## config.mk

```make
export PLATFORM = sky130hd
export DESIGN_NAME = network_to_axilite_converter_flat
export DESIGN_NICKNAME = d
export VERILOG_FILES = /design/src/rtl/ctrl_api_pkg.sv /design/src/rtl/network_to_axilite_converter_if.sv /design/src/rtl/network_to_axilite_converter.sv /design/src/flat_wrapper.sv
export SDC_FILE = /design/constraint.sdc
export NUM_CORES = 1
export LEC_CHECK = 0
export ABC_AREA = 0
export BUFFER_PORTS_ARGS = -buffer_cell sky130_fd_sc_hd__buf_2
export CAP_MARGIN = 10
export CELL_PAD_IN_SITES_DETAIL_PLACEMENT = 0
export CELL_PAD_IN_SITES_GLOBAL_PLACEMENT = 1
export CORE_AREA = 10 10 225 227
export DETAILED_ROUTE_END_ITERATION = 10
export DIE_AREA = 0 0 235 237
export GPL_TIMING_DRIVEN = 0
export PLACE_DENSITY_LB_ADDON = 0.1
export SLEW_MARGIN = 15
export SYNTH_ARGS = -nofsm -noshare
export SYNTH_HDL_FRONTEND = slang
export SYNTH_SLANG_ARGS = --single-unit
export TNS_END_PERCENT = 50
```

## constraint.sdc

```tcl
create_clock -name i_clk -period 1.91 [get_ports i_clk]
set_clock_uncertainty 0.2 [all_clocks]
set_input_delay 0.191 -clock i_clk [delete_from_list [all_inputs] [get_ports i_clk]]
set_output_delay 0.191 -clock i_clk [all_outputs]
set_load 0.02 [all_outputs]
```

## src/rtl/ctrl_api_pkg.sv

```systemverilog
// ctrl_api_pkg: LAN control-message field layout, message encodings, AXI responses
// and the converter state enum shared by the network/AXI-Lite control path.
package ctrl_api_pkg;
   localparam int TYPE_OFF  = 0;
   localparam int TYPE_W    = 4;
   localparam int DATA_OFF  = 4;
   localparam int DATA_W    = 32;
   localparam int ADDR_OFF  = 36;
   localparam int ADDR_W    = 56;
   localparam int WSTRB_OFF = 92;
   localparam int WSTRB_W   = 4;
   localparam logic [3:0] MSG_READ  = 4'h1;
   localparam logic [3:0] MSG_WRITE = 4'h2;
   localparam logic [3:0] MSG_BRESP = 4'h3;
   localparam logic [3:0] MSG_RDATA = 4'h4;
   localparam logic [3:0] MSG_BUSY  = 4'h5;
   localparam logic [1:0] OKAY   = 2'b00;
   localparam logic [1:0] SLVERR = 2'b10;
   localparam logic [1:0] DECERR = 2'b11;
   typedef enum logic [2:0] {IDLE, WR_REQ, WR_RESP, RD_REQ, RD_RESP, SEND} state_t;
endpackage

```

## src/rtl/network_to_axilite_converter_if.sv

```systemverilog
// network_to_axilite_converter_if: request/response AXI-Stream plus AXI-Lite master bundle;
// master is the converter's view, slave is the surrounding environment's view.
interface network_to_axilite_converter_if #(
   parameter int AXIS_DATA_WIDTH  = 128,
   parameter int AXIS_KEEP_WIDTH  = 16,
   parameter int AXIS_TDEST_WIDTH = 8,
   parameter int AXIS_TUSER_WIDTH = 32,
   parameter int AXI_ADDR_WIDTH   = 56,
   parameter int AXI_DATA_WIDTH   = 32
);
   logic                          from_splitter_tvalid;
   logic                          from_splitter_tready;
   logic [AXIS_DATA_WIDTH-1:0]    from_splitter_tdata;
   logic [AXIS_KEEP_WIDTH-1:0]    from_splitter_tkeep;
   logic [AXIS_TDEST_WIDTH-1:0]   from_splitter_tid;
   logic [AXIS_TDEST_WIDTH-1:0]   from_splitter_tdest;
   logic [AXIS_TUSER_WIDTH-1:0]   from_splitter_tuser;
   logic                          from_splitter_tlast;
   logic                          to_network_bridge_tvalid;
   logic                          to_network_bridge_tready;
   logic [AXIS_DATA_WIDTH-1:0]    to_network_bridge_tdata;
   logic [AXIS_KEEP_WIDTH-1:0]    to_network_bridge_tkeep;
   logic [AXIS_TDEST_WIDTH-1:0]   to_network_bridge_tid;
   logic [AXIS_TDEST_WIDTH-1:0]   to_network_bridge_tdest;
   logic [AXIS_TUSER_WIDTH-1:0]   to_network_bridge_tuser;
   logic                          to_network_bridge_tlast;
   logic                          m_axi_awvalid;
   logic                          m_axi_awready;
   logic [AXI_ADDR_WIDTH-1:0]     m_axi_awaddr;
   logic [2:0]                    m_axi_awprot;
   logic                          m_axi_wvalid;
   logic                          m_axi_wready;
   logic [AXI_DATA_WIDTH-1:0]     m_axi_wdata;
   logic [AXI_DATA_WIDTH/8-1:0]   m_axi_wstrb;
   logic                          m_axi_bvalid;
   logic                          m_axi_bready;
   logic [1:0]                    m_axi_bresp;
   logic                          m_axi_arvalid;
   logic                          m_axi_arready;
   logic [AXI_ADDR_WIDTH-1:0]     m_axi_araddr;
   logic [2:0]                    m_axi_arprot;
   logic                          m_axi_rvalid;
   logic                          m_axi_rready;
   logic [AXI_DATA_WIDTH-1:0]     m_axi_rdata;
   logic [1:0]                    m_axi_rresp;
   modport master (
      input  from_splitter_tvalid, from_splitter_tdata, from_splitter_tkeep, from_splitter_tid,
             from_splitter_tdest, from_splitter_tuser, from_splitter_tlast, to_network_bridge_tready,
             m_axi_awready, m_axi_wready, m_axi_bvalid, m_axi_bresp, m_axi_arready,
             m_axi_rvalid, m_axi_rdata, m_axi_rresp,
      output from_splitter_tready, to_network_bridge_tvalid, to_network_bridge_tdata,
             to_network_bridge_tkeep, to_network_bridge_tid, to_network_bridge_tdest,
             to_network_bridge_tuser, to_network_bridge_tlast, m_axi_awvalid, m_axi_awaddr,
             m_axi_awprot, m_axi_wvalid, m_axi_wdata, m_axi_wstrb, m_axi_bready,
             m_axi_arvalid, m_axi_araddr, m_axi_arprot, m_axi_rready
   );
   modport slave (
      output from_splitter_tvalid, from_splitter_tdata, from_splitter_tkeep, from_splitter_tid,
             from_splitter_tdest, from_splitter_tuser, from_splitter_tlast, to_network_bridge_tready,
             m_axi_awready, m_axi_wready, m_axi_bvalid, m_axi_bresp, m_axi_arready,
             m_axi_rvalid, m_axi_rdata, m_axi_rresp,
      input  from_splitter_tready, to_network_bridge_tvalid, to_network_bridge_tdata,
             to_network_bridge_tkeep, to_network_bridge_tid, to_network_bridge_tdest,
             to_network_bridge_tuser, to_network_bridge_tlast, m_axi_awvalid, m_axi_awaddr,
             m_axi_awprot, m_axi_wvalid, m_axi_wdata, m_axi_wstrb, m_axi_bready,
             m_axi_arvalid, m_axi_araddr, m_axi_arprot, m_axi_rready
   );
endinterface

```

## src/rtl/network_to_axilite_converter.sv

```systemverilog
// network_to_axilite_converter: runs each MSG_WRITE/MSG_READ request as one AXI-Lite
// transaction and answers the requester with MSG_BRESP/MSG_RDATA; one request in flight.
module network_to_axilite_converter
   import ctrl_api_pkg::*;
#(
   parameter int AXIS_DATA_WIDTH  = 128,
   parameter int AXIS_KEEP_WIDTH  = 16,
   parameter int AXIS_TDEST_WIDTH = 8,
   parameter int AXIS_TUSER_WIDTH = 32,
   parameter int AXI_ADDR_WIDTH   = 56,
   parameter int AXI_DATA_WIDTH   = 32
) (
   input logic i_clk,
   input logic i_ap_rst,
   network_to_axilite_converter_if.master io_bus
);
   state_t                        r_state;
   state_t                        w_next;
   logic [AXIS_TDEST_WIDTH-1:0]   r_tid;
   logic [AXIS_TDEST_WIDTH-1:0]   r_tdest;
   logic [AXIS_TUSER_WIDTH-1:0]   r_tuser;
   logic [AXIS_KEEP_WIDTH-1:0]    r_tkeep;
   logic [AXI_ADDR_WIDTH-1:0]     r_addr;
   logic [AXI_DATA_WIDTH-1:0]     r_data;
   logic [AXI_DATA_WIDTH/8-1:0]   r_wstrb;
   logic [AXI_DATA_WIDTH-1:0]     r_rdata;
   logic [1:0]                    r_resp;
   logic                          r_rd;
   logic                          r_aw_done;
   logic                          r_w_done;
   logic                          w_accept;
   logic                          w_aw_hs;
   logic                          w_w_hs;
   logic [3:0]                    w_type;
   logic [AXIS_DATA_WIDTH-1:0]    w_resp;
   logic                          w_unused;
   assign w_type   = io_bus.from_splitter_tdata[TYPE_OFF +: TYPE_W];
   assign w_accept = io_bus.from_splitter_tvalid && r_state == IDLE && !i_ap_rst;
   assign w_aw_hs  = r_state == WR_REQ && !r_aw_done && io_bus.m_axi_awready;
   assign w_w_hs   = r_state == WR_REQ && !r_w_done && io_bus.m_axi_wready;
   assign w_unused = &{1'b0, io_bus.from_splitter_tlast,
                       io_bus.from_splitter_tdata[AXIS_DATA_WIDTH-1:WSTRB_OFF+WSTRB_W]};
   always_ff @(posedge i_clk) begin
      if (i_ap_rst) r_state <= IDLE;
      else r_state <= w_next;
   end
   always_comb begin
      w_next = r_state;
      case (r_state)
         IDLE:    if (w_accept) w_next = w_type == MSG_WRITE ? WR_REQ : w_type == MSG_READ ? RD_REQ : IDLE;
         WR_REQ:  if ((r_aw_done || w_aw_hs) && (r_w_done || w_w_hs)) w_next = WR_RESP;
         WR_RESP: if (io_bus.m_axi_bvalid) w_next = SEND;
         RD_REQ:  if (io_bus.m_axi_arready) w_next = RD_RESP;
         RD_RESP: if (io_bus.m_axi_rvalid) w_next = SEND;
         SEND:    if (io_bus.to_network_bridge_tready) w_next = IDLE;
         default: w_next = IDLE;
      endcase
   end
   always_ff @(posedge i_clk) begin
      if (i_ap_rst) begin
         r_tid     <= '0;
         r_tdest   <= '0;
         r_tuser   <= '0;
         r_tkeep   <= '0;
         r_addr    <= '0;
         r_data    <= '0;
         r_wstrb   <= '0;
         r_rdata   <= '0;
         r_resp    <= '0;
         r_rd      <= 1'b0;
         r_aw_done <= 1'b0;
         r_w_done  <= 1'b0;
      end else begin
         if (w_accept) begin
            r_tid     <= io_bus.from_splitter_tid;
            r_tdest   <= io_bus.from_splitter_tdest;
            r_tuser   <= io_bus.from_splitter_tuser;
            r_tkeep   <= io_bus.from_splitter_tkeep;
            r_addr    <= io_bus.from_splitter_tdata[ADDR_OFF +: AXI_ADDR_WIDTH];
            r_data    <= io_bus.from_splitter_tdata[DATA_OFF +: AXI_DATA_WIDTH];
            r_wstrb   <= io_bus.from_splitter_tdata[WSTRB_OFF +: AXI_DATA_WIDTH/8];
            r_rd      <= w_type == MSG_READ;
            r_aw_done <= 1'b0;
            r_w_done  <= 1'b0;
         end
         if (w_aw_hs) r_aw_done <= 1'b1;
         if (w_w_hs) r_w_done <= 1'b1;
         if (r_state == WR_RESP && io_bus.m_axi_bvalid) r_resp <= io_bus.m_axi_bresp;
         if (r_state == RD_RESP && io_bus.m_axi_rvalid) begin
            r_resp  <= io_bus.m_axi_rresp;
            r_rdata <= io_bus.m_axi_rdata;
         end
      end
   end
   // Response message: addr field and unused bits stay zero.
   always_comb begin
      w_resp = '0;
      w_resp[TYPE_OFF +: TYPE_W]   = r_rd ? MSG_RDATA : MSG_BRESP;
      w_resp[DATA_OFF +: DATA_W]   = r_rd ? r_rdata : '0;
      w_resp[WSTRB_OFF +: WSTRB_W] = {2'b00, r_resp};
   end
   always_comb begin
      io_bus.from_splitter_tready     = r_state == IDLE && !i_ap_rst;
      io_bus.m_axi_awvalid            = r_state == WR_REQ && !r_aw_done;
      io_bus.m_axi_awaddr             = r_addr;
      io_bus.m_axi_awprot             = 3'b000;
      io_bus.m_axi_wvalid             = r_state == WR_REQ && !r_w_done;
      io_bus.m_axi_wdata              = r_data;
      io_bus.m_axi_wstrb              = r_wstrb;
      io_bus.m_axi_bready             = r_state == WR_RESP;
      io_bus.m_axi_arvalid            = r_state == RD_REQ;
      io_bus.m_axi_araddr             = r_addr;
      io_bus.m_axi_arprot             = 3'b000;
      io_bus.m_axi_rready             = r_state == RD_RESP;
      io_bus.to_network_bridge_tvalid = r_state == SEND;
      io_bus.to_network_bridge_tdata  = r_state == SEND ? w_resp : '0;
      io_bus.to_network_bridge_tid    = r_state == SEND ? r_tdest : '0;
      io_bus.to_network_bridge_tdest  = r_state == SEND ? r_tid : '0;
      io_bus.to_network_bridge_tuser  = r_state == SEND ? r_tuser : '0;
      io_bus.to_network_bridge_tkeep  = r_state == SEND ? r_tkeep : '0;
      io_bus.to_network_bridge_tlast  = r_state == SEND;
   end
endmodule
```

## src/flat_wrapper.sv

```systemverilog
// flat-port wrapper written by rule: the top's interface ports become plain ports
module network_to_axilite_converter_flat import ctrl_api_pkg::*;
#(
   parameter int AXIS_DATA_WIDTH  = 128,
   parameter int AXIS_KEEP_WIDTH  = 16,
   parameter int AXIS_TDEST_WIDTH = 8,
   parameter int AXIS_TUSER_WIDTH = 32,
   parameter int AXI_ADDR_WIDTH   = 56,
   parameter int AXI_DATA_WIDTH   = 32
)
  (i_clk, i_ap_rst, io_bus_from_splitter_tvalid, io_bus_from_splitter_tdata, io_bus_from_splitter_tkeep, io_bus_from_splitter_tid, io_bus_from_splitter_tdest, io_bus_from_splitter_tuser, io_bus_from_splitter_tlast, io_bus_to_network_bridge_tready, io_bus_m_axi_awready, io_bus_m_axi_wready, io_bus_m_axi_bvalid, io_bus_m_axi_bresp, io_bus_m_axi_arready, io_bus_m_axi_rvalid, io_bus_m_axi_rdata, io_bus_m_axi_rresp, io_bus_from_splitter_tready, io_bus_to_network_bridge_tvalid, io_bus_to_network_bridge_tdata, io_bus_to_network_bridge_tkeep, io_bus_to_network_bridge_tid, io_bus_to_network_bridge_tdest, io_bus_to_network_bridge_tuser, io_bus_to_network_bridge_tlast, io_bus_m_axi_awvalid, io_bus_m_axi_awaddr, io_bus_m_axi_awprot, io_bus_m_axi_wvalid, io_bus_m_axi_wdata, io_bus_m_axi_wstrb, io_bus_m_axi_bready, io_bus_m_axi_arvalid, io_bus_m_axi_araddr, io_bus_m_axi_arprot, io_bus_m_axi_rready);
  network_to_axilite_converter_if #(.AXIS_DATA_WIDTH(AXIS_DATA_WIDTH), .AXIS_KEEP_WIDTH(AXIS_KEEP_WIDTH), .AXIS_TDEST_WIDTH(AXIS_TDEST_WIDTH), .AXIS_TUSER_WIDTH(AXIS_TUSER_WIDTH), .AXI_ADDR_WIDTH(AXI_ADDR_WIDTH), .AXI_DATA_WIDTH(AXI_DATA_WIDTH)) io_bus_i ();
  input logic i_clk;
  input logic i_ap_rst;
  input wire logic [$bits(io_bus_i.from_splitter_tvalid)-1:0] io_bus_from_splitter_tvalid;
  input wire logic [$bits(io_bus_i.from_splitter_tdata)-1:0] io_bus_from_splitter_tdata;
  input wire logic [$bits(io_bus_i.from_splitter_tkeep)-1:0] io_bus_from_splitter_tkeep;
  input wire logic [$bits(io_bus_i.from_splitter_tid)-1:0] io_bus_from_splitter_tid;
  input wire logic [$bits(io_bus_i.from_splitter_tdest)-1:0] io_bus_from_splitter_tdest;
  input wire logic [$bits(io_bus_i.from_splitter_tuser)-1:0] io_bus_from_splitter_tuser;
  input wire logic [$bits(io_bus_i.from_splitter_tlast)-1:0] io_bus_from_splitter_tlast;
  input wire logic [$bits(io_bus_i.to_network_bridge_tready)-1:0] io_bus_to_network_bridge_tready;
  input wire logic [$bits(io_bus_i.m_axi_awready)-1:0] io_bus_m_axi_awready;
  input wire logic [$bits(io_bus_i.m_axi_wready)-1:0] io_bus_m_axi_wready;
  input wire logic [$bits(io_bus_i.m_axi_bvalid)-1:0] io_bus_m_axi_bvalid;
  input wire logic [$bits(io_bus_i.m_axi_bresp)-1:0] io_bus_m_axi_bresp;
  input wire logic [$bits(io_bus_i.m_axi_arready)-1:0] io_bus_m_axi_arready;
  input wire logic [$bits(io_bus_i.m_axi_rvalid)-1:0] io_bus_m_axi_rvalid;
  input wire logic [$bits(io_bus_i.m_axi_rdata)-1:0] io_bus_m_axi_rdata;
  input wire logic [$bits(io_bus_i.m_axi_rresp)-1:0] io_bus_m_axi_rresp;
  output wire logic [$bits(io_bus_i.from_splitter_tready)-1:0] io_bus_from_splitter_tready;
  output wire logic [$bits(io_bus_i.to_network_bridge_tvalid)-1:0] io_bus_to_network_bridge_tvalid;
  output wire logic [$bits(io_bus_i.to_network_bridge_tdata)-1:0] io_bus_to_network_bridge_tdata;
  output wire logic [$bits(io_bus_i.to_network_bridge_tkeep)-1:0] io_bus_to_network_bridge_tkeep;
  output wire logic [$bits(io_bus_i.to_network_bridge_tid)-1:0] io_bus_to_network_bridge_tid;
  output wire logic [$bits(io_bus_i.to_network_bridge_tdest)-1:0] io_bus_to_network_bridge_tdest;
  output wire logic [$bits(io_bus_i.to_network_bridge_tuser)-1:0] io_bus_to_network_bridge_tuser;
  output wire logic [$bits(io_bus_i.to_network_bridge_tlast)-1:0] io_bus_to_network_bridge_tlast;
  output wire logic [$bits(io_bus_i.m_axi_awvalid)-1:0] io_bus_m_axi_awvalid;
  output wire logic [$bits(io_bus_i.m_axi_awaddr)-1:0] io_bus_m_axi_awaddr;
  output wire logic [$bits(io_bus_i.m_axi_awprot)-1:0] io_bus_m_axi_awprot;
  output wire logic [$bits(io_bus_i.m_axi_wvalid)-1:0] io_bus_m_axi_wvalid;
  output wire logic [$bits(io_bus_i.m_axi_wdata)-1:0] io_bus_m_axi_wdata;
  output wire logic [$bits(io_bus_i.m_axi_wstrb)-1:0] io_bus_m_axi_wstrb;
  output wire logic [$bits(io_bus_i.m_axi_bready)-1:0] io_bus_m_axi_bready;
  output wire logic [$bits(io_bus_i.m_axi_arvalid)-1:0] io_bus_m_axi_arvalid;
  output wire logic [$bits(io_bus_i.m_axi_araddr)-1:0] io_bus_m_axi_araddr;
  output wire logic [$bits(io_bus_i.m_axi_arprot)-1:0] io_bus_m_axi_arprot;
  output wire logic [$bits(io_bus_i.m_axi_rready)-1:0] io_bus_m_axi_rready;
  assign io_bus_i.from_splitter_tvalid = io_bus_from_splitter_tvalid;
  assign io_bus_i.from_splitter_tdata = io_bus_from_splitter_tdata;
  assign io_bus_i.from_splitter_tkeep = io_bus_from_splitter_tkeep;
  assign io_bus_i.from_splitter_tid = io_bus_from_splitter_tid;
  assign io_bus_i.from_splitter_tdest = io_bus_from_splitter_tdest;
  assign io_bus_i.from_splitter_tuser = io_bus_from_splitter_tuser;
  assign io_bus_i.from_splitter_tlast = io_bus_from_splitter_tlast;
  assign io_bus_i.to_network_bridge_tready = io_bus_to_network_bridge_tready;
  assign io_bus_i.m_axi_awready = io_bus_m_axi_awready;
  assign io_bus_i.m_axi_wready = io_bus_m_axi_wready;
  assign io_bus_i.m_axi_bvalid = io_bus_m_axi_bvalid;
  assign io_bus_i.m_axi_bresp = io_bus_m_axi_bresp;
  assign io_bus_i.m_axi_arready = io_bus_m_axi_arready;
  assign io_bus_i.m_axi_rvalid = io_bus_m_axi_rvalid;
  assign io_bus_i.m_axi_rdata = io_bus_m_axi_rdata;
  assign io_bus_i.m_axi_rresp = io_bus_m_axi_rresp;
  assign io_bus_from_splitter_tready = io_bus_i.from_splitter_tready;
  assign io_bus_to_network_bridge_tvalid = io_bus_i.to_network_bridge_tvalid;
  assign io_bus_to_network_bridge_tdata = io_bus_i.to_network_bridge_tdata;
  assign io_bus_to_network_bridge_tkeep = io_bus_i.to_network_bridge_tkeep;
  assign io_bus_to_network_bridge_tid = io_bus_i.to_network_bridge_tid;
  assign io_bus_to_network_bridge_tdest = io_bus_i.to_network_bridge_tdest;
  assign io_bus_to_network_bridge_tuser = io_bus_i.to_network_bridge_tuser;
  assign io_bus_to_network_bridge_tlast = io_bus_i.to_network_bridge_tlast;
  assign io_bus_m_axi_awvalid = io_bus_i.m_axi_awvalid;
  assign io_bus_m_axi_awaddr = io_bus_i.m_axi_awaddr;
  assign io_bus_m_axi_awprot = io_bus_i.m_axi_awprot;
  assign io_bus_m_axi_wvalid = io_bus_i.m_axi_wvalid;
  assign io_bus_m_axi_wdata = io_bus_i.m_axi_wdata;
  assign io_bus_m_axi_wstrb = io_bus_i.m_axi_wstrb;
  assign io_bus_m_axi_bready = io_bus_i.m_axi_bready;
  assign io_bus_m_axi_arvalid = io_bus_i.m_axi_arvalid;
  assign io_bus_m_axi_araddr = io_bus_i.m_axi_araddr;
  assign io_bus_m_axi_arprot = io_bus_i.m_axi_arprot;
  assign io_bus_m_axi_rready = io_bus_i.m_axi_rready;
  network_to_axilite_converter #(.AXIS_DATA_WIDTH(AXIS_DATA_WIDTH), .AXIS_KEEP_WIDTH(AXIS_KEEP_WIDTH), .AXIS_TDEST_WIDTH(AXIS_TDEST_WIDTH), .AXIS_TUSER_WIDTH(AXIS_TUSER_WIDTH), .AXI_ADDR_WIDTH(AXI_ADDR_WIDTH), .AXI_DATA_WIDTH(AXI_DATA_WIDTH)) u_core (.i_clk(i_clk), .i_ap_rst(i_ap_rst), .io_bus(io_bus_i));
endmodule
```

; Word level (Yosys, flattened, before mapping)
; Cells that the tools add are included.
[word_totals]
ff_bits = 196
word_cells = 67
[classes]
eq_ne = 13
n_mux = 21
n_reduce_logical = 20
[op_table]
columns = cell, count
row1 = 94-bit two-way mux, 1
row2 = 32-bit two-way mux, 2
row3 = 3-bit two-way mux, 8
row4 = 3-bit one-hot mux with 6 select lines, 1
row5 = 16-bit two-way mux, 1
row6 = 8-bit two-way mux, 2
row7 = 1-bit logical AND, 10
row8 = "2-bit != test, second input constant", 5
row9 = "3-bit by 2-bit == test with 1-bit output, second input constant", 2
row10 = "3-bit == test, second input constant", 2
row11 = 2-bit two-way mux, 3
row12 = 6-bit AND reduction, 1
row13 = 2-bit nonzero test, 3
row14 = "4-bit by 1-bit == test with 1-bit output, second input constant", 1
row15 = "4-bit by 2-bit == test with 1-bit output, second input constant", 1
row16 = "3-bit by 1-bit == test with 1-bit output, second input constant", 1
row17 = 1-bit zero test, 3
row18 = 3-bit zero test, 1
row19 = 1-bit two-way mux, 3
row20 = 1-bit logical OR, 2
row21 = "2-bit by 1-bit != test with 1-bit output, second input constant", 1

; Logic depth before layout (Yosys ltp)
; Gate-level depths: netlist of run 1.
[depth]
word_depth = 7
depth_mapped = 7
ltp_nobuf = 4

; Least setup slack after synthesis of run 1
; OpenSTA, ideal clock, no wires.
[synth_path]
kind = reg-to-output
startpoint = reg u_core.r_state[2]
endpoint = out io_bus_to_network_bridge_tdata[1]
t_arrival_ps = 1742
path_slack_ps = -223
path_stages_with_launch = 7
n_path_buf = 3
path_cell_list = dfxtp_1 nor2b_1 buf_2 clkbuf_1 and2_1 nor2b_1 buf_4
[synth_between]
elab_chain_cells = 2
[synth_lines]
columns = item, line_no
row1 = start: declaration, network_to_axilite_converter.sv:17  ; state_t r_state;
row2 = start signal: assignment, network_to_axilite_converter.sv:45  ; else r_state <= w_next;
row3 = 3-bit == test, --
row4 = net io_bus_to_network_bridge_tlast, flat_wrapper.sv:38  ; output wire logic [$bits(io_bus_i.to_network_bridge_tlast)-1:0] io_bus_to_network_bridge_tlast;
row5 = 94-bit two-way mux, network_to_axilite_converter.sv:116  ; io_bus.to_network_bridge_tdata = r_state == SEND ? w_resp : '0;
row6 = end: declaration, flat_wrapper.sv:33  ; output wire logic [$bits(io_bus_i.to_network_bridge_tdata)-1:0] io_bus_to_network_bridge_tdata;
; The timed path passes the listed nets, and every way through them passes these cells.

; Worst setup path after layout of run 1
[layout_path]
startpoint = reg u_core.r_state[2]
endpoint = out io_bus_to_network_bridge_tdata[34]
[layout_between]
elab_chain_cells = 2
[layout_lines]
columns = item, line_no
row1 = 3-bit == test, network_to_axilite_converter.sv:116
row2 = 94-bit two-way mux, network_to_axilite_converter.sv:116
; No other way between the ends.

==> impl_results.md, run 1 <==
- Clk slew on worst S/H paths: 70 ps
- Fin crit period: 2175 ps
- Ports: 592
- Multi-input gate area: 4463 um2
- HPWL after DPL: 36.13 mm
- Share of post-route cells with drive strength above 1: 0.4166
- Ys flop type: dfxtp_1
- Clk buf depth: 2
- CP Class: flip-flop to output pin
- Final WS setup: -264.8 ps
- CP Launch Type: flip-flop
- Die Ht: 237 um
- Die area: 55,700 um2
- Pint: 10,250 uW
- Non-Filler Instances: 2,581
- Final setup vio count: 153
- Peak supply drop: 452.8 uV
- Comb pwr share: 0.441
- CTS Root Cell: clkbuf_16
- Psw: 6541 uW
- GRT Overall Usage: 0.1622
- Synth top cells by count: 388 x nand2_1, 196 x dfxtp_1, 161 x nand3b_1
- Most frequent cell after synthesis: nand2_1
- Clock buffers created by TritonCTS: 17
- #FFs+latches synth: 196
- Yosys warnings: 0
- Pwr dens: 992.7 nW/um2
- Hold Crit Class: input pin to flip-flop
- Final Slew Violations: 0
- Worst-Margin Slew: 633.8 ps
- Initial antenna violation count: 2
- Clock power frac: 0.219
- Crit end category: output pin
- Die Wd: 235 um
- Clock latency at the later pin of the worst-skew pair: 460 ps
- Status: finished, violations left
- DR vias/cell: 3.886
- Lkg Pwr: 0.008664 uW
- Final period util: 1.139
- Setup WS pre-CTS: -752.3 ps
- CTS sink count: 196
- Crit path launch: u_core.r_state[2]$_SDFFE_PP0P_
- Vias in the first global route: 10,610
- Remaining DRCs: 0
- IO Port Bufs: 460
- Hold path startpoint: io_bus_m_axi_arready
- RSZ-0062 raised after global routing: true
- Routed len/inst: 18.02 um
- Core Area: 46,160 um2
- CTS tree: yes
- Sw Share: 0.3896
- Slew HR: 0.5775
- Row cnt: 79
- First-pass GRT wire length: 69.27 mm
- Failing checks: setup timing
- RePlAce Congestion: 0.7556
- Filler instances: 4,977
- Crit path DAT: 1780 ps
- Antenna viol nets, final: 0
- Flop pwr share: 0.341
- DR iter-0 viols: 320
- Worst-path fanout max: 5
- R2r startpoint: u_core.r_state[0]$_SDFFE_PP0P_
- Starting Density: 0.2009
- Final Hold Fails: 0
- TritonRoute pass-1 iters: 4
- Mapped Cells: 1,157
- Worst EP required: 1520 ps
- Max_cap viols: 0
- PnR Total Power: 16,790 uW
- Top-area cell type share of the netlist area: 0.4232
- DRT Wirelength: 46.51 mm
- H-tree depth: 4
- P&R area growth vs syn: 82.42%
- Cell taking the most area after synthesis: dfxtp_1
- Mean Syn Cell Area: 8.013 um2
- Final net count: 2,199
- Fmax: 459.8 MHz
- Grt ovf: 0
- Via count: 10,030
- Mapped cell area: 9271 um2
- Post-synth cell types: 32
- Largest cells by area after synthesis: dfxtp_1 42%, nand2_1 16%, nand3b_1 13%, buf_4 13%, and3_1 4.5%
- Largest net degree at the start of global routing: 20
- Reg area: 3928 um2
- Ys async rst share: 0
- Placed insts: 2,320
- Number of synthesized flops with an enable pin: 0
- Seq/Total Area, Yosys: 0.4232
## cell usage in the layout (no fill, tap or decap), types with 8 or more instances in the layout
master and n:
a21oi_1 39, and2_1 8, and2_4 26, and3_1 22
and3_4 45, buf_2 373, buf_4 188, buf_6 108
buf_8 9, clkbuf_1 21, clkbuf_16 28, clkbuf_8 12
conb_1 97, dfxtp_1 193, dlygate4sd3_1 202, nand2_1 387
nand3b_1 161
## power groups by stage
stage / clock network [uW] / registers [uW] / logic (uW)
finish: 3670 / 5720 / 7400
global route: 3970 / 5860 / 8050
CTS: 3870 / 5740 / 7400
detailed placement: 0 / 5790 / 5970
global placement: 0 / 5760 / 6000
floorplan: 0 / 6220 / 3210
## final cells by class
type / count / area share
sequential: 196 / 0.2322
clock inverter: 11 / 0.005992
buffer: 238 / 0.1150
timing repair buffer: 689 / 0.3103
multi-input combinational: 819 / 0.2639
clock buffer: 20 / 0.02759
tap: 607 / 0.04491
antenna: 1 / 0.0001480
## worst max-delay path: stages, from the launching register on
cell	delay (ps)
dfxtp_2	330
nor2b_4	140
buf_6	140
and3_4	300
buf_8	150
and2_4	140
buf_6	110
## metal layers
layer,GRT usage,wire length (um)
met3,0.04898,2910
met1,0.1851,19560
met2,0.2908,23580
met4,0.03656,462
met5,0,0
## final timing paths
kind,to,slack [ps],cells past startpoint
worst max-delay path,io_bus_to_network_bridge_tdata[34],-260,6
worst min-delay path,u_core.r_state[2]$_SDFFE_PP0P_,40,5
worst max register to register,u_core.r_tuser[16]$_SDFFE_PP0P_,-80,8
worst min register to register,u_core.r_rdata[5]$_SDFFE_PP0P_,250,2
## logic make-up (layout without fill, tap and decap cells)
group                  count (synthesis)  count (layout)  synth area share
multiplexers                           1               1          0.001080
AND/OR/NAND/NOR                      670             671            0.3711
flip-flops                           196             196            0.4232
buffers and inverters                239             958            0.1737
XOR/XNOR                               1               1         0.0009448
other                                  1              98         0.0004045
AO/OA/AOI/OAI                         49              49           0.02956
## metrics by stage
step	util	hold WS, ps	cell area [um2]	TNS [ps]
4_1_cts	0.3640	9.792	16800	-22870
3_3_place_gp	0.2752	174.9	12700	-114030
3_5_place_dp	0.2752	177.6	12700	-102560
5_1_grt	0.3664	81.42	16910	-41420
2_1_floorplan	-	89.95	9641	0
6_report	0.3664	44.49	16910	-19770
## flip-flops by register name, summed over array words and instances, names as in the netlist
register                    cells
u_core.io_bus.m_axi_araddr     56
u_core.io_bus.m_axi_wdata      32
u_core.r_rdata                 32
u_core.r_tuser                 32
u_core.r_tkeep                 16
u_core.r_tdest                  8
u_core.r_tid                    8
u_core.io_bus.m_axi_wstrb       4
u_core.r_state                  3
u_core.r_resp                   2
u_core.r_aw_done                1
u_core.r_rd                     1
u_core.r_w_done                 1
## what timing repair did
item | CTS | global route
buffers inserted | 14 | 2
hold endpoints to repair | 195 | 0
pin swaps | 41 | 10
gates resized for setup | 368 | 30
gates cloned | 12 | 2
hold buffers | 202 | 0
setup endpoints to repair | 230 | 192
Note: power is estimated with default switching activity, not from simulation.
==> run 2, diff against run 1 <==
CORE_AREA = 2 2 230 232   (was 10 10 225 227)
DIE_AREA = 0 0 232 234   (was 0 0 235 237)
clock period = 2.1 ns   (was 1.91 ns; I/O delays follow)
==> run 2 against run 1 <==
Effect of this change:
- the run still ends with setup timing left
- routed wire length decreased by 7.7%
- power decreased by 7.8%
- via count decreased by 0.34%
- global-route usage decreased by 0.84 points
- worst setup slack improved by 150 ps
- sequential share of layout area decreased by 0.28 points
- final cell count increased by 3.0%
- design area increased by 1.2%
- sequential power decreased by 8.7%
- critical path depth increased by 1
- first-iteration DRC count increased by 13%
- critical path type unchanged
- critical endpoint is now io_bus_to_network_bridge_tdata[1]
- highest routed layer unchanged
==> impl_results.md, run 2 (synthesized netlist as in run 1, its figures left out) <==
- Clock latency at the later pin of the worst-skew pair: 490 ps (+30 ps)
- Slew HR: 0.5618 (-0.01569)
- Crit path DAT: 1810 ps (+30 ps)
- TritonRoute pass-1 iters: 5 (+1)
- First-pass GRT wire length: 61.82 mm (-11%)
- Initial antenna violation count: 0 (-2)
- Antenna viol nets, final: 0 (unchanged)
- Commonest non-fill, non-tap cell in the layout: nand2_1
- Share of post-route cells with drive strength above 1: 0.4209 (+0.004321)
- Final setup vio count: 37 (-76%)
- Die area: 54,290 um2 (-2.5%)
- Die Wd: 232 um (-1.3%)
- RePlAce Congestion: 0.7745 (+2.5%)
- R2R setup slack: 140 ps (+220 ps)
- Placed insts: 2,401 (+3.5%)
- Clk slew on worst S/H paths: 80 ps (about the same)
- Psw: 6040 uW (-7.7%)
- CTS sink count: 196 (unchanged)
- HPWL after DPL: 32.30 mm (-11%)
- Row cnt: 84 (+6.3%)
- Via count: 9,996 (-0.34%)
- Max reg flops: 56 (unchanged)
- Starting Density: 0.1782 (-0.02264)
- Lkg Pwr: 0.008631 uW (-0.38%)
- Setup WS pre-CTS: -670.8 ps (+81.50 ps)
- H-tree depth: 4 (unchanged)
- Clk buf depth: 2 (unchanged)
- CTS tree: yes
- Worst reg-to-reg path cell count: 7 (-1)
- Status: finished, violations left
- Vias in the first global route: 9,659 (-8.9%)
- CP Launch Type: flip-flop
- Final period util: 1.057
- DR vias/cell: 3.761 (-3.2%)
- Comb pwr share: 0.425 (-0.016)
- Placed inst area: 12,800 um2 (+0.75%)
- Crit Reg-Reg Endpoint: u_core.r_tkeep[7]$_SDFFE_PP0P_
- Worst-Margin Slew: 657.3 ps (+23.53 ps)
- Final net count: 2,192 (-0.32%)
- Sw Share: 0.3900 (+0.0004658)
- Hold Crit Class: input pin to flip-flop
- Final Slew Violations: 0 (unchanged)
- DRT Wirelength: 42.95 mm (-7.7%)
- Ports: 592 (unchanged)
- R2r startpoint: u_core.r_state[0]$_SDFFE_PP0P_
- Setup TNS: -2771 ps (+16,990 ps)
- CP Class: flip-flop to output pin
- Filler instances: 5,608 (+13%)
- Non-Filler Instances: 2,658 (+3.0%)
- CTS Root Cell: clkbuf_16
- WHS Endpoint: u_core.r_state[0]$_SDFFE_PP0P_
- Flop pwr share: 0.337 (-0.004)
- Worst-path fanout max: 5 (unchanged)
- Clock buffers created by TritonCTS: 17 (unchanged)
- Crit end category: output pin
- Hold path startpoint: io_bus_from_splitter_tdata[2]
- RSZ-0062 raised after global routing: true
- Routed len/inst: 16.16 um (-10%)
- Most frequent cells in the layout: 387 x nand2_1, 371 x buf_2, 202 x dlygate4sd3_1, 193 x dfxtp_1, 166 x buf_4
- Failing checks: setup timing
- Pint: 9446 uW (-7.8%)
- IO Port Bufs: 460 (unchanged)
- Reg area: 3928 um2 (unchanged)
- GRT Overall Usage: 0.1538 (-0.008377)
- Hold Path Stages: 4 (-1)
- Pwr dens: 904.6 nW/um2 (-8.9%)
- Fmax: 450.5 MHz
- Post-layout instance area: 17,120 um2 (+1.2%)
- Final core utilization: 0.3291 (-0.03733)
- Multi-input gate area: 4539 um2 (+1.7%)
- Remaining DRCs: 0 (unchanged)
- P&R area growth vs syn: 84.64%
- Final WS setup: -119.6 ps (+145.2 ps)
- Worst EP required: 1690 ps (+170 ps)
- Final Hold Fails: 0 (unchanged)
- Max_cap viols: 0 (unchanged)
- DR iter-0 viols: 361 (+13%)
- Peak supply drop: 514.2 uV (+14%)
- Die Ht: 234 um (-1.3%)
- Core Area: 52,020 um2 (+13%)
- Fin crit period: 2220 ps
- Largest net degree at the start of global routing: 20 (unchanged)
- Clock power frac: 0.238 (+0.019)
- Grt ovf: 0 (unchanged)
==> run 2: changes by cell type in the layout (fill, tap and decap cells not counted), sizes merged <==
cell,previous run,this run
inv,2,6
diode,1,3
clkinv,7,2
clkbuf,65,59
buf,680,679
bufinv,1,3
==> run 2: how the worst max path moves through the flow <==
stage                                   startpoint                                  to  slack [ps]  cells after the start
global route        u_core.r_state[2]$_SDFFE_PP0P_  io_bus_to_network_bridge_tdata[29]        -220                      6
finish              u_core.r_state[2]$_SDFFE_PP0P_   io_bus_to_network_bridge_tdata[1]        -120                      7
CTS                 u_core.r_state[2]$_SDFFE_PP0P_  io_bus_to_network_bridge_tdata[32]        -170                      6
global placement                          i_ap_rst         io_bus_from_splitter_tready        -750                      5
floorplan           u_core.r_state[2]$_SDFFE_PP0P_   io_bus_to_network_bridge_tdata[1]          70                      6
detailed placement                        i_ap_rst         io_bus_from_splitter_tready        -670                      5
==> run 2: routing by layer <==
layer / share of wire / track usage / wire (um)
met1: 0.42 / 0.1834 / 17850
met2: 0.50 / 0.2578 / 21340
met3: 0.066 / 0.05107 / 2837
met4: 0.022 / 0.05429 / 924
met5: 0 / 0 / 0
==> run 2: worst max-delay path, stage by stage (launching register included) <==
cell and delay, ps:
dfxtp_2 330, nor2b_4 150, buf_6 140, clkbuf_16 150, and2_4 140, nor2b_4 180
buf_6 110, buf_6 100
==> run 2: power groups by stage <==
stage                     logic [uW]  registers, uW  clock network [uW]
after global routing            7140           5340                3990
after detailed placement        5390           5270                   0
after global placement          5420           5240                   0
final                           6580           5220                3690
after CTS                       6510           5220                3860
after floorplan                 2920           5660                   0
==> run 2: cell type report <==
cell class                      count  share of cell area
Timing Repair Buffer              683              0.3076
Multi-Input combinational cell    819              0.2652
Sequential cell                   196              0.2294
Buffer                            237              0.1107
Tap cell                          688             0.05029
Clock buffer                       20             0.02668
Clock inverter                     12            0.009721
Antenna cell                        3           0.0004385
==> run 2: per-stage QoR <==
step                total power (uW)  hold WS (ps)
floorplan                       8575         109.0
global placement               10660         194.3
detailed placement             10660         195.3
CTS                            15580         20.08
global route                   16470         61.83
finish                         15490         75.88
==> run 2: timing repair <==
action                                  in CTS  in global routing
buffers inserted                             9                  3
gates resized for setup                    329                 96
pin swaps                                   52                 14
hold endpoints to repair                   195                  0
hold buffers                               202                  0
endpoints found under the setup margin     209                217
cloned                                       9                  1
